==> src/rtl/uart_pkg.sv <==
// Shared UART constants: parity modes, transmitter FSM encoding, default baud divisor
// and a parity helper used by the serializer.
package uart_pkg;

  localparam int DEFAULT_CLKS_PER_BIT = 9;

  localparam int PARITY_NONE = 0;
  localparam int PARITY_ODD  = 1;
  localparam int PARITY_EVEN = 2;

  typedef enum logic [2:0] {
    S_IDLE   = 3'd0,
    S_START  = 3'd1,
    S_DATA   = 3'd2,
    S_PARITY = 3'd3,
    S_STOP   = 3'd4
  } uart_state_e;

  // Unused upper bits must be zero so they do not disturb the XOR.
  function automatic logic parity_of(input logic [8:0] data, input int mode);
    return (^data) ^ (mode == PARITY_ODD);
  endfunction

endpackage

==> src/rtl/uart_tx_fifo.sv <==
// Transmit word buffer: power-of-two ring with first-word-fall-through read data
// and a registered occupancy count.
module uart_tx_fifo #(
  parameter int W          = 8,
  parameter int DEPTH_BITS = 4
) (
  input  logic                  clk,
  input  logic                  rst,
  input  logic                  push_i,
  input  logic [W-1:0]          push_data_i,
  input  logic                  pop_i,
  output logic [W-1:0]          pop_data_o,
  output logic [DEPTH_BITS:0]   count_o
);

  localparam int                   DEPTH    = 1 << DEPTH_BITS;
  localparam logic [DEPTH_BITS:0]  CNT_FULL = (DEPTH_BITS + 1)'(DEPTH);
  localparam logic [DEPTH_BITS:0]  CNT_ONE  = (DEPTH_BITS + 1)'(1);
  localparam logic [DEPTH_BITS-1:0] PTR_ONE = DEPTH_BITS'(1);

  logic [W-1:0]          mem_q [DEPTH];
  logic [DEPTH_BITS-1:0] wr_ptr_q, wr_ptr_d;
  logic [DEPTH_BITS-1:0] rd_ptr_q, rd_ptr_d;
  logic [DEPTH_BITS:0]   count_q, count_d;
  logic                  do_push, do_pop;

  assign do_push = push_i && (count_q != CNT_FULL);
  assign do_pop  = pop_i && (count_q != '0);

  always_comb begin
    wr_ptr_d = wr_ptr_q;
    rd_ptr_d = rd_ptr_q;
    count_d  = count_q;
    if (do_push) wr_ptr_d = wr_ptr_q + PTR_ONE;
    if (do_pop)  rd_ptr_d = rd_ptr_q + PTR_ONE;
    case ({do_push, do_pop})
      2'b10:   count_d = count_q + CNT_ONE;
      2'b01:   count_d = count_q - CNT_ONE;
      default: count_d = count_q;
    endcase
  end

  always_ff @(posedge clk or posedge rst) begin
    if (rst) begin
      wr_ptr_q <= '0;
      rd_ptr_q <= '0;
      count_q  <= '0;
    end else begin
      wr_ptr_q <= wr_ptr_d;
      rd_ptr_q <= rd_ptr_d;
      count_q  <= count_d;
    end
  end

  // Storage needs no reset: the pointers and count define what is valid.
  always_ff @(posedge clk) begin
    if (do_push) mem_q[wr_ptr_q] <= push_data_i;
  end

  assign pop_data_o = mem_q[rd_ptr_q];
  assign count_o    = count_q;

endmodule

==> src/rtl/uart_tx_buffered.sv <==
// Buffered UART transmitter: valid/ready word intake into uart_tx_fifo, then a
// START/DATA/PARITY/STOP serializer with a reloading baud counter.
module uart_tx_buffered
  import uart_pkg::*;
#(
  parameter int CLKS_PER_BIT    = DEFAULT_CLKS_PER_BIT,
  parameter int DATA_BITS       = 8,
  parameter int PARITY          = PARITY_NONE,
  parameter int STOP_BITS       = 1,
  parameter int FIFO_DEPTH_BITS = 4
) (
  input  logic                       clk,
  input  logic                       rst,
  input  logic                       in_valid,
  output logic                       in_ready,
  input  logic [DATA_BITS-1:0]       in_data,
  output logic                       tx,
  output logic                       tx_bsy,
  output logic [FIFO_DEPTH_BITS:0]   fifo_count,
  output uart_state_e                dbg_state
);

  if (CLKS_PER_BIT < 2 || !(STOP_BITS == 1 || STOP_BITS == 2) || PARITY < 0 || PARITY > 2 ||
      DATA_BITS < 5 || DATA_BITS > 9) begin : g_bad_params
    $error("uart_tx_buffered: illegal parameter combination");
  end

  localparam int                       BAUD_W        = $clog2(CLKS_PER_BIT);
  localparam logic [BAUD_W-1:0]        BAUD_RELOAD   = BAUD_W'(CLKS_PER_BIT - 1);
  localparam logic [BAUD_W-1:0]        BAUD_ONE      = BAUD_W'(1);
  localparam logic [3:0]               BIT_LAST_DATA = 4'(DATA_BITS - 1);
  localparam logic [3:0]               BIT_LAST_STOP = 4'(STOP_BITS - 1);
  localparam logic [FIFO_DEPTH_BITS:0] FIFO_FULL     = (FIFO_DEPTH_BITS + 1)'(1 << FIFO_DEPTH_BITS);

  // Handshake: a word moves on a rising edge where in_valid && in_ready; in_ready
  // depends only on the registered count, and in_data must be stable while in_valid is high.
  uart_state_e              state_q, state_d;
  logic [BAUD_W-1:0]        baud_q, baud_d;
  logic [3:0]               bit_q, bit_d;
  logic [DATA_BITS-1:0]     shift_q, shift_d;
  logic                     par_q, par_d;
  logic                     tx_q, tx_d;
  logic                     avail_q;
  logic                     launch;
  logic [DATA_BITS-1:0]     fifo_data;
  logic [FIFO_DEPTH_BITS:0] fifo_cnt;

  uart_tx_fifo #(
    .W          (DATA_BITS),
    .DEPTH_BITS (FIFO_DEPTH_BITS)
  ) u_fifo (
    .clk         (clk),
    .rst         (rst),
    .push_i      (in_valid && in_ready),
    .push_data_i (in_data),
    .pop_i       (launch),
    .pop_data_o  (fifo_data),
    .count_o     (fifo_cnt)
  );

  always_comb begin
    state_d = state_q;
    baud_d  = baud_q;
    bit_d   = bit_q;
    shift_d = shift_q;
    par_d   = par_q;
    tx_d    = tx_q;
    launch  = 1'b0;
    case (state_q)
      // An idle line starts from a one-cycle-old non-empty flag, giving a fixed
      // two-edge latency from the accepting edge to the start bit.
      S_IDLE: begin
        tx_d   = 1'b1;
        launch = avail_q && (fifo_cnt != '0);
      end
      default: begin
        if (baud_q != '0) begin
          baud_d = baud_q - BAUD_ONE;
        end else begin
          baud_d = BAUD_RELOAD;
          case (state_q)
            S_START: begin
              state_d = S_DATA;
              bit_d   = '0;
              tx_d    = shift_q[0];
              shift_d = shift_q >> 1;
            end
            S_DATA: begin
              if (bit_q == BIT_LAST_DATA) begin
                bit_d = '0;
                if (PARITY != PARITY_NONE) begin
                  state_d = S_PARITY;
                  tx_d    = par_q;
                end else begin
                  state_d = S_STOP;
                  tx_d    = 1'b1;
                end
              end else begin
                bit_d   = bit_q + 4'd1;
                tx_d    = shift_q[0];
                shift_d = shift_q >> 1;
              end
            end
            S_PARITY: begin
              state_d = S_STOP;
              bit_d   = '0;
              tx_d    = 1'b1;
            end
            S_STOP: begin
              if (bit_q != BIT_LAST_STOP) begin
                bit_d = bit_q + 4'd1;
                tx_d  = 1'b1;
              end else if (fifo_cnt != '0) begin
                launch = 1'b1;
              end else begin
                state_d = S_IDLE;
                bit_d   = '0;
                baud_d  = '0;
                tx_d    = 1'b1;
              end
            end
            default: state_d = S_IDLE;
          endcase
        end
      end
    endcase
    if (launch) begin
      state_d = S_START;
      tx_d    = 1'b0;
      shift_d = fifo_data;
      par_d   = parity_of(9'(fifo_data), PARITY);
      baud_d  = BAUD_RELOAD;
      bit_d   = '0;
    end
  end

  always_ff @(posedge clk or posedge rst) begin
    if (rst) begin
      state_q <= S_IDLE;
      baud_q  <= '0;
      bit_q   <= '0;
      shift_q <= '0;
      par_q   <= 1'b0;
      tx_q    <= 1'b1;
      avail_q <= 1'b0;
    end else begin
      state_q <= state_d;
      baud_q  <= baud_d;
      bit_q   <= bit_d;
      shift_q <= shift_d;
      par_q   <= par_d;
      tx_q    <= tx_d;
      avail_q <= (fifo_cnt != '0);
    end
  end

  assign tx         = tx_q;
  assign fifo_count = fifo_cnt;
  assign in_ready   = (fifo_cnt != FIFO_FULL);
  assign tx_bsy     = (state_q != S_IDLE) || (fifo_cnt != '0);
  assign dbg_state  = state_q;

endmodule
==> config.mk <==
export PLATFORM = sky130hd
export DESIGN_NAME = uart_tx_buffered
export DESIGN_NICKNAME = d
export VERILOG_FILES = /design/src/rtl/uart_pkg.sv /design/src/rtl/uart_tx_fifo.sv /design/src/rtl/uart_tx_buffered.sv
export SDC_FILE = /design/constraint.sdc
export NUM_CORES = 1
export LEC_CHECK = 0
export ABC_AREA = 1
export CORE_MARGIN = 1.5
export CORE_UTILIZATION = 55
export DETAILED_ROUTE_END_ITERATION = 6
export PLACE_DENSITY = 0.83
export SYNTH_ARGS = -nofsm -noshare
export SYNTH_HDL_FRONTEND = slang
export SYNTH_SLANG_ARGS = --single-unit
export TNS_END_PERCENT = 50
==> constraint.sdc <==
create_clock -name clk -period 7.07 [get_ports clk]
set_input_delay 1.414 -clock clk [delete_from_list [all_inputs] [get_ports clk]]
set_output_delay 1.414 -clock clk [all_outputs]
set_load 0.01 [all_outputs]
* After elaboration in Yosys (flattened, before gate mapping)
Memories as Yosys holds them, arrays and structs flattened.
Index checks and enable logic that the tools add are counted.
W data, S select, Z words.
** Operators by class
- Add/subtract/negate cells :: 6
- Equality and inequality tests :: 17
- Muxes and demuxes :: 40
- Reductions and logical operators :: 19
** Operator list (count)
- $mux W4 :: 12
- $mux W8 :: 4
- $mux W3 :: 6
- $pmux W8 S2 :: 1
- $mux W1 :: 13
- $add A4 B1 Y4 const B :: 3
- $ne A3 B2 Y1 const B :: 4
- $pmux W3 S4 :: 1
- $pmux W4 S3 :: 1
- $reduce_bool A4 Y1 :: 3
- $pmux W5 S2 :: 1
- $reduce_and A4 Y1 :: 2
- $eq A3 B2 Y1 const B :: 2
- $reduce_bool A3 Y1 :: 2
- $reduce_bool A6 Y1 :: 1
- $add A5 B1 Y5 const B :: 1
- $ne A5 B3 Y1 const B :: 1
- $ne A5 B5 Y1 const B :: 1
- $reduce_and A5 Y1 :: 1
- $reduce_bool A5 Y1 :: 1
- $sub A5 B1 Y5 const B :: 1
- $eq A4 B3 Y1 const B :: 1
- $logic_and A1 B1 Y1 :: 4
- $ne A2 B1 Y1 const B :: 2
- 13 further kinds :: 13
** Storage, ports and cells
- Register bits :: 34
- RAM bits :: 128
- Output and inout bits :: 11
- Logic and storage cells :: 92
- Memories kept :: 1
** Memories
- u_fifo.mem_q :: depth 16, width 8, read ports 1, clocked after Yosys merged registers in 0, write ports 1, line uart_tx_fifo.sv:21 : logic [W-1:0] mem_q [DEPTH];

* Longest topological paths before layout
Gate-level depths: netlist (run 1).
- Depth after elaboration :: 9
- Mapped depth :: 16

* Hierarchy
A second synthesis (run 1) with hierarchy kept.
** Unflattened totals
- Cell total of the unflattened synthesis :: 812
- Area total of the unflattened synthesis :: 7629.8 um2
** By module, submodules not included
- uart_tx_fifo :: instances 1, cells an instance 621, area each 6224.7 um2
- uart_tx_buffered :: instances 1, cells an instance 191, area each 1405.1 um2

* Worst setup path after synthesis (run 1)
Ideal clock, no wire load.
- Kind :: input-to-reg
- From :: input in_valid
- To :: register u_fifo.count_q[4] (netlist: u_fifo.count_o[4])
- Setup time :: 0.065 ns
- Arrival time :: 2.654 ns
- Path slack :: 4.351 ns
- Cell stages on the path :: 10
- Path through :: nand2_1 > ha_1 > xor2_1 > ha_1 > inv_1 > nand2_1 > a31oi_1 > xor2_1 > nand2_1 > nand2_1
** Between the ends
- Longest elaborated chain between the ends :: 4
- Elaborated cells on any way between the ends :: 6
** Ends and longest elaborated chain
- start, declared :: line uart_tx_buffered.sv:14 : input logic in_valid,
- $logic_and A1 B1 Y1 * :: line uart_tx_buffered.sv:54 : .push_i (in_valid && in_ready),
- $logic_and A1 B1 Y1 * :: line uart_tx_fifo.sv:27 : assign do_push = push_i && (count_q != CNT_FULL);
- $eq A2 B1 Y1 or $eq A2 B2 Y1 (tied branches) :: line uart_tx_fifo.sv:36 : case ({do_push, do_pop})
- $pmux W5 S2 or $reduce_bool A2 Y1 (tied branches)
- end signal, assigned :: line uart_tx_fifo.sv:51 : count_q <= count_d;
- end, declared :: line uart_tx_fifo.sv:24 : logic [DEPTH_BITS:0] count_q, count_d;
Every way passes the cells marked *; elsewhere a longest branch is shown, timed or not.
A chain may end at the register's enable or synchronous reset.

* Worst setup path after layout (run 1)
- From :: register u_fifo.count_q[0] (netlist: u_fifo.count_o[0])
- To :: output tx_bsy
** Between the ends
- Longest elaborated chain between the ends :: 2
** Ends and longest elaborated chain
- $reduce_bool A5 Y1 :: line uart_tx_buffered.sv:160 : assign tx_bsy = (state_q != S_IDLE) || (fifo_cnt != '0);
- $logic_or A1 B1 Y1 :: line uart_tx_buffered.sv:160
- end, declared :: line uart_tx_buffered.sv:18 : output logic tx_bsy,
Every way passes these cells.

==> results.py, run 1 <==
metrics = {
    "worst_setup_path": {
        "cp_slowest_cell": "clkdlybuf4s50_1",
        "crit_path_cell_trace": "nor2_1 > nand3b_2 > or2_2 > clkdlybuf4s50_1",
        "arrival_ps": 2020,
        "critPathKind": "reg -> out",
        "slowest_delay_ps": 480,
        "rr_worst_depth": 13,
        "critPathMaxFanout": 7,
        "worstPathRequired_ps": 5660,
        "critPathCaptureType": "output port",
        "cp-start-kind": "flop",
    },
    "finish": {
        "drive_above_1_share_pct": 6.533,
        "final_cells": 922,
        "nNetsFinal": 761,
        "insertedDiodeCount": 0,
        "syn_to_final_growth_pct": 13.05,
    },
    "clocking": {
        "numCtsBuffers": 17,
        "worstSkewPairLatency_ps": 420,
        "cts_tree": "done",
        "cts_root_buffer": "clkbuf_16",
        "cts.sinks": 162,
        "htree_levels": 4,
        "clk_path_buf_depth": 2,
        "path_clk_slew_ps": 60,
        "cts_resized": 0,
        "post_cts_buffers": 0,
        "cts_hold_buf": 0,
    },
    "route": {
        "drtIter0Drc": 585,
        "dr.pass1.iters": 5,
        "drc_errors": 0,
        "num_vias": 5194,
        "wl_um": 16550,
        "drtAntennaViolNets": 0,
        "via_per_inst": 5.633,
        "routedWlPerCell_um": 17.95,
    },
    "global_route": {
        "grt_max_degree": 67,
        "grt-ovfl-total": 0,
        "antenna_found_initial": 0,
        "grt_pass1_wl_um": 26680,
        "grt_pass1_vias": 5102,
        "grt_use_total_pct": 25.16,
    },
    "synth": {
        "synth_flop_cell": "edfxtp_1",
        "synthArstFlopShare_pct": 20.99,
        "synth_area_leaders": "edfxtp_1, nand2_1, dfrtp_1",
        "ys_seq_area_share_pct": 64.85,
        "synth.largest_area_cell": "edfxtp_1",
        "yosysTopAreaCellShare_pct": 53.08,
        "synth_edf_count": 128,
        "postSynthAreaPerCell_um2": 10.08,
        "syn_nets": 742,
        "yosysWarningCount": 0,
        "synth-seq-cells": 162,
        "synthCells": 718,
        "synth.cell_area_um2": 7241,
        "post_synth_num_cell_types": 36,
        "yosysMostFrequentCell": "nand2_1",
        "yosys-top-cells-count": "nand2_1, edfxtp_1, nand3_1",
    },
    "sta": {
        "timing.final.max_slew_violations": 0,
        "relSlewSlack_pct": 38.57,
        "rsz0062_at_grt": "no",
        "finalHoldViolCount": 0,
        "layout_min_cycle_time_ps": 3436,
        "clock.fmax_mhz": 291.0,
        "finalSetupTns_ps": 0,
        "fin_crit_sh_pct": 48.60,
        "clock_skew_ps": 8.154,
        "finalSetupViolCount": 0,
        "worst_pin_slew_ps": 918.0,
    },
    "die": {
        "rows": 41,
        "ios": 22,
        "die_x_um": 117.7,
        "initial_core_util_pct": 56.91,
        "fp.dieH_um": 117.7,
        "coreArea_um2": 12720,
        "die-area_um2": 13860,
    },
    "worst_hold_path": {
        "hold_class": "reg -> reg",
        "holdPathStages": 2,
    },
    "power_and_ir_drop": {
        "power_density_nw_per_um2": 435.5,
        "peakVddDrop_uv": 238.7,
        "power_leakage_uw": 0.003408,
    },
    "place": {
        "port_buffers": 21,
        "hpwl_um": 10500,
        "placedCellCount": 890,
        "gp_congestion": 0.9151,
    },
    "flow_run": {
        "maxCapViolations": 0,
    },
    "outcome": {
        "status": "completed",
    },
}
==> routing by layer <==
| metal | vias up | wire length, um | GRT usage, % |
|---|---|---|---|
| li1 | 2410 | - | - |
| met1 | 2456 | 6534 | 32.41 |
| met2 | 278 | 8090 | 41.59 |
| met3 | 50 | 1424 | 5.475 |
| met4 | 0 | 501 | 10.44 |
| met5 | - | 0 | 0 |
==> state kept, by name, indices dropped and copies added (netlist names) <==
register         count
dbg_state            3
u_fifo.rd_ptr_q      4
baud_q               4
u_fifo.wr_ptr_q      4
bit_q                4
u_fifo.mem_q       128
tx                   1
shift_q              8
avail_q              1
u_fifo.count_o       5
==> power by group <==
part	internal [uW]	switching [uW]	leakage (uW)
sequential	1200	114	0.00157
combinational	403	896	0.00154
clock	589	367	0.000291
==> cell type report <==
class                           count  area [um^2]
Clock buffer                       18        429.2
Clock inverter                     14        187.7
Fill cell                         972         4537
Inverter                           53        198.9
Multi-Input combinational cell    479         2225
Sequential cell                   162         4697
Tap cell                          172        215.2
Timing Repair Buffer               24        232.7
==> worst max-delay path: cells and delay by family, from the launching register on <==
| kind | cells | cell delay (ps) |
|---|---|---|
| AND/OR/NAND/NOR | 3 | 680 |
| buffers and inverters | 1 | 480 |
| flip-flops | 1 | 440 |
==> layout by cell type, fill, tap and decap left out, drive strengths merged, types with 3 or more instances in the layout <==
cell and instances:
nand2 265, buf 3, xor2 12, nor2 66, ha 13, o21ai 19
edfxtp 128, clkinv 9, inv 51, clkinvlp 3, bufinv 4, dfrtp 33
clkdlybuf4s50 21, nand3 85, clkbuf 18, a21oi 5, xnor2 3
==> final timing paths <==
kind                                    from            endpoint  slack (ps)
setup / recovery           u_fifo.count_o[0]              tx_bsy        3630
max in group asynchronous                rst  u_fifo.rd_ptr_q[0]        5340
hold reg to reg                   shift_q[1]          shift_q[1]         490
hold / removal                    shift_q[1]          shift_q[1]         490
min in group asynchronous                rst   u_fifo.count_o[1]        1390
setup reg to reg                dbg_state[1]   u_fifo.count_o[4]        4150
==> per-stage QoR <==
step	utilization (%)	total power (uW)	hold WS, ps	cell area [um^2]	worst slack (ps)
4_1_cts	64.34	3537	486.8	8185	3616
3_5_place_dp	59.49	2573	470.0	7569	3677
2_1_floorplan	-	2221	442.2	7241	4351
6_report	64.34	3565	490.0	8185	3634
5_1_grt	64.34	3751	504.3	8185	3540
3_3_place_gp	59.49	2518	457.6	7569	3765
==> cell families (layout without fill, tap and decap cells) <==
family	after synthesis	after routing	share of synthesized area (%)
compound gates	30	30	2.627
xor+xnor	15	15	1.814
fa+ha+maj	13	13	2.246
buf+inv	77	109	4.424
flops	162	162	64.85
simple gates	421	421	24.04
Note: power is estimated with default switching activity, not from simulation.
==> inputs of run 2 (changes only) <==
--- a/config.mk
+++ b/config.mk
@@ -9,7 +9,7 @@
 export CORE_MARGIN = 1.5
 export CORE_UTILIZATION = 55
 export DETAILED_ROUTE_END_ITERATION = 6
-export PLACE_DENSITY = 0.83
+export PLACE_DENSITY = 0.86
 export SYNTH_ARGS = -nofsm -noshare
 export SYNTH_HDL_FRONTEND = slang
 export SYNTH_SLANG_ARGS = --single-unit
==> constraint.sdc (replaced) <==
create_clock -name clk -period 2.8 [get_ports clk]
set_input_delay 0.56 -clock clk [delete_from_list [all_inputs] [get_ports clk]]
set_output_delay 0.56 -clock clk [all_outputs]
set_load 0.01 [all_outputs]
==> run 2 against run 1 <==
Against the previous run: setup slack worse by 3500 ps; clock power is 120% higher; sequential share of layout area is 0.56 points lower; highest routed layer unchanged.
==> results.py, run 2 (synthesized netlist as in run 1, its figures left out) <==
metrics = {
    "clocking": {
        "cts_tree": "done",
        "worstSkewPairLatency_ps": 430,
        "path_clk_slew_ps": 60,
        "htree_levels": 4,
        "clk_path_buf_depth": 2,
        "cts_resized": 0,
        "post_cts_buffers": 0,
        "cts.sinks": 162,
        "cts_hold_buf": 0,
        "cts_root_buffer": "clkbuf_16",
        "numCtsBuffers": 17,
    },
    "sta": {
        "rsz0062_at_grt": "no",
        "worst_pin_slew_ps": 752.3,
        "setup_slack_ps": 137.4,
        "relSlewSlack_pct": 49.69,
        "finalSetupViolCount": 0,
        "finalHoldWorstSlack_ps": 488.3,
        "timing.final.max_slew_violations": 0,
        "layout_min_cycle_time_ps": 2663,
        "clock_skew_ps": 9.817,
        "fin_crit_sh_pct": 95.09,
        "clock.fmax_mhz": 375.6,
        "finalHoldViolCount": 0,
        "finalSetupTns_ps": 0,
    },
    "global_route": {
        "grt_pass1_vias": 5207,
        "grt_max_degree": 47,
        "grt_pass1_wl_um": 25590,
        "grt-ovfl-total": 0,
        "grt_use_total_pct": 24.12,
        "antenna_found_initial": 0,
    },
    "worst_setup_path": {
        "cp-start-kind": "flop",
        "worstPathRequired_ps": 2240,
        "critPathCaptureType": "output port",
        "arrival_ps": 2100,
        "reg2reg_setup_slack_ps": 260,
        "critPathKind": "reg -> out",
        "critPathMaxFanout": 7,
    },
    "place": {
        "place_area_um2": 7734,
        "place_ws_ps": 277.7,
        "hpwl_um": 9933,
        "gp_congestion": 0.8680,
        "placedCellCount": 912,
        "port_buffers": 21,
    },
    "flow_run": {
        "maxCapViolations": 0,
    },
    "die": {
        "rows": 41,
        "die-area_um2": 13860,
        "ios": 22,
        "die_x_um": 117.7,
        "fp.dieH_um": 117.7,
        "initial_core_util_pct": 56.91,
        "coreArea_um2": 12720,
    },
    "route": {
        "drtIter0Drc": 590,
        "drc_errors": 0,
        "num_vias": 5217,
        "dr.pass1.iters": 5,
        "via_per_inst": 5.532,
        "drtAntennaViolNets": 0,
        "routedWlPerCell_um": 16.97,
        "wl_um": 16000,
    },
    "worst_hold_path": {
        "hold_class": "reg -> reg",
    },
    "finish": {
        "largest_register_ffs": 128,
        "mostFrequentLayoutCells": "nand2_1, edfxtp_1, nand3_1",
        "nNetsFinal": 783,
        "finalInstanceArea_um2": 8265,
        "largest_register": "u_fifo.mem_q",
        "fillers": 937,
        "insertedDiodeCount": 0,
        "drive_above_1_share_pct": 9.468,
        "syn_to_final_growth_pct": 14.15,
        "final_cells": 943,
        "final_common_cell": "nand2_1",
    },
    "power_and_ir_drop": {
        "peakVddDrop_uv": 636.9,
        "power_leakage_uw": 0.003494,
        "power_density_nw_per_um2": 1056,
    },
    "outcome": {
        "status": "completed",
    },
}
## run 2: layout make-up
type	count	area, um^2	share of cell area, %
inverters	53	198.9	2.407
multi-input cells	479	2225	26.91
flip-flops and latches	162	4697	56.83
clock inverters	14	106.4	1.287
repair buffers	46	397.9	4.814
clock buffers	17	425.4	5.147
well taps	172	215.2	2.604
## run 2: final timing paths
path,startpoint,to,cells past startpoint
max in group asynchronous,rst,u_fifo.rd_ptr_q[0],3
min reg2reg,shift_q[4],shift_q[4],2
min,shift_q[4],shift_q[4],2
max,u_fifo.count_o[0],tx_bsy,4
max reg2reg,baud_q[0],u_fifo.count_o[4],15
min in group asynchronous,rst,avail_q,3
## run 2: critical path, cell delays in order (launching register included)
cell	delay, ps
dfrtp_1	430
nor2_1	230
nand3b_2	210
or2_2	330
clkdlybuf4s50_1	480
## run 2: through the flow
stage | utilization (%) | total power (uW)
after global routing | 64.97 | 9242
after global placement | 60.79 | 6408
after CTS | 64.97 | 8709
after detailed placement | 60.79 | 6571
after floorplan | - | 5607
final | 64.97 | 8727
## run 2: routing by layer
metal | global-route usage [%] | vias up | share of wire, %
met1 | 29.82 | 2482 | 39
li1 | - | 2442 | -
met4 | 12.35 | 0 | 3.4
met3 | 6.298 | 40 | 7.2
met5 | 0 | - | 0
met2 | 39.33 | 253 | 50
## run 2: report_power, final
part / switching (uW) / total [uW] / internal (uW)
clock network: 956 / 2090 / 1140
registers: 305 / 3320 / 3010
logic: 2210 / 3310 / 1100
==> inputs of run 3 (changes only) <==
--- a/config.mk
+++ b/config.mk
@@ -12,5 +12,6 @@
 export PLACE_DENSITY = 0.86
 export SYNTH_ARGS = -nofsm -noshare
 export SYNTH_HDL_FRONTEND = slang
+export SYNTH_HIERARCHICAL = 1
 export SYNTH_SLANG_ARGS = --single-unit
 export TNS_END_PERCENT = 50
==> run 3 against run 2 <==
Against the previous run: die area up 5.2%; area after synthesis up 5.4%; power up 3.8%; sequential power up 2%; largest power group is now combinational cells; routed wire length up 1.4%.
==> results.py, run 3 <==
metrics = {
    "outcome": {
        "status": "completed",
    },
    "finish": {
        "mostFrequentLayoutCells": "nand2_1, edfxtp_1, nor2_1",
        "drive_above_1_share_pct": 8.902,
        "largest_register_ffs": 128,
        "final_common_cell": "nand2_1",
        "largest_register": "u_fifo/mem_q",
        "insertedDiodeCount": 0,
        "nNetsFinal": 877,
        "syn_to_final_growth_pct": 13.59,
        "finalInstanceArea_um2": 8667,
    },
    "worst_setup_path": {
        "arrival_ps": 2960,
        "critPathCaptureType": "flop",
        "worstPathRequired_ps": 3120,
        "r2r-start": "baud_q[0]",
        "critPathKind": "reg -> reg",
        "cp-start-kind": "flop",
        "critPathMaxFanout": 10,
        "cp-startpoint": "baud_q[0]",
    },
    "route": {
        "drtIter0Drc": 649,
        "routedWlPerCell_um": 15.59,
        "drc_errors": 0,
        "via_per_inst": 5.344,
        "wl_um": 16230,
        "drtAntennaViolNets": 0,
        "dr.pass1.iters": 7,
        "num_vias": 5563,
    },
    "synth": {
        "synthCells": 812,
        "synth-seq-cells": 162,
        "synthArstFlopShare_pct": 20.99,
        "synth_flop_cell": "edfxtp_1",
        "ys_seq_area_share_pct": 61.54,
        "post_synth_num_cell_types": 31,
        "postSynthAreaPerCell_um2": 9.396,
        "synth.largest_area_cell": "edfxtp_1",
        "yosys-top-cells-count": "nand2_1, edfxtp_1, nor2_1",
        "synth_area_leaders": "edfxtp_1, nand2_1, dfrtp_1",
        "synth.cell_area_um2": 7630,
        "syn_nets": 837,
        "synth_edf_count": 128,
        "yosysTopAreaCellShare_pct": 50.38,
        "yosysMostFrequentCell": "nand2_1",
        "yosysWarningCount": 6,
    },
    "clocking": {
        "path_clk_slew_ps": 60,
        "cts_resized": 0,
        "cts.sinks": 162,
        "post_cts_buffers": 0,
        "cts_hold_buf": 0,
        "cts_tree": "done",
        "cts_root_buffer": "clkbuf_16",
        "worstSkewPairLatency_ps": 430,
        "htree_levels": 4,
        "clk_path_buf_depth": 2,
        "numCtsBuffers": 17,
    },
    "global_route": {
        "grt_pass1_vias": 5218,
        "antenna_found_initial": 0,
        "grt_use_total_pct": 23.64,
        "grt_pass1_wl_um": 25700,
        "grt_max_degree": 37,
        "grt-ovfl-total": 0,
    },
    "place": {
        "gp_congestion": 0.8589,
        "place_area_um2": 8095,
        "hpwl_um": 10330,
        "port_buffers": 21,
    },
    "sta": {
        "rsz0062_at_grt": "no",
        "clock.fmax_mhz": 379.5,
        "relSlewSlack_pct": 47.00,
        "finalSetupTns_ps": 0,
        "layout_min_cycle_time_ps": 2635,
        "finalSetupViolCount": 0,
        "clock_skew_ps": 11.90,
        "worst_pin_slew_ps": 794.2,
        "finalHoldViolCount": 0,
        "fin_crit_sh_pct": 94.10,
        "timing.final.max_slew_violations": 0,
    },
    "worst_hold_path": {
        "hold_class": "reg -> reg",
        "min_from": "shift_q[7]",
    },
    "die": {
        "rows": 42,
        "fp.dieH_um": 120.8,
        "coreArea_um2": 13400,
        "ios": 22,
        "die_x_um": 120.8,
        "die-area_um2": 14590,
        "initial_core_util_pct": 56.94,
    },
    "power_and_ir_drop": {
        "power_leakage_uw": 0.003874,
        "peakVddDrop_uv": 646.9,
        "power_density_nw_per_um2": 1045,
    },
    "flow_run": {
        "maxCapViolations": 0,
    },
}
## run 3: worst paths after layout
check / endpoint / slack, ps / cells past startpoint
worst max-delay path: u_fifo/count_o[4] / 170 / 19
worst min-delay path: shift_q[7] / 480 / 2
worst max register to register: u_fifo/count_o[4] / 170 / 19
worst min register to register: shift_q[7] / 480 / 2
max in group asynchronous: bit_q[2] / 1690 / 2
min in group asynchronous: u_fifo/count_o[1] / 490 / 2
## run 3: stage by stage
stage	setup WS (ps)	total power, uW	hold WS (ps)	std cells	util [%]
after floorplan	197.0	5860	437.0	812	-
after global placement	203.7	6663	462.2	1009	60.41
after detailed placement	67.80	6788	471.0	1009	60.41
after CTS	28.33	8991	480.3	1041	64.53
after global routing	14.32	9610	507.6	1041	64.68
final	165.1	9058	481.4	1041	64.68
## run 3: cell type report
| cell class | instances | area, um^2 |
|---|---|---|
| well taps | 176 | 220.2 |
| multi-input cells | 538 | 2480 |
| clock buffers | 19 | 432.9 |
| inverters | 89 | 335.3 |
| repair buffers | 44 | 382.9 |
| clock inverters | 13 | 118.9 |
| flip-flops and latches | 162 | 4697 |
| fillers | 963 | 4733 |
## run 3: where the power goes
group          internal (uW)  switching, uW  total [uW]
combinational           1190           2330        3520
sequential              3010            370        3380
clock                   1290            873        2160
## run 3: logic make-up after synthesis
family	count (synthesis)	synth area share, %
DFF	162	61.54
AOI/OAI and AO/OA	13	0.8855
adders and majority gates	14	2.394
buffers and inverters	112	6.215
xor gates and xnor gates	9	1.033
muxes	1	0.2952
and+or+nand+nor	501	27.63
## run 3: metal layers
layer  routed length [um]  GRT usage, %
met1                 6610         29.60
met3                 1082         5.991
met2                 7983         38.32
met5                    0             0
met4                  552         11.84
## run 3: critical path, cell delays in order (launching register included)
cell	delay (ps)
dfrtp_1	380
inv_1	120
ha_2	210
nand2_2	100
inv_1	130
nand3_4	160
nand2_4	110
nand2_2	100
inv_1	150
ha_4	180
inv_1	70
fa_1	380
inv_1	80
nand2_1	70
nand2_1	80
nand2_1	50
nand2_1	50
nand2_1	40
nand2_1	50
nand2_1	40
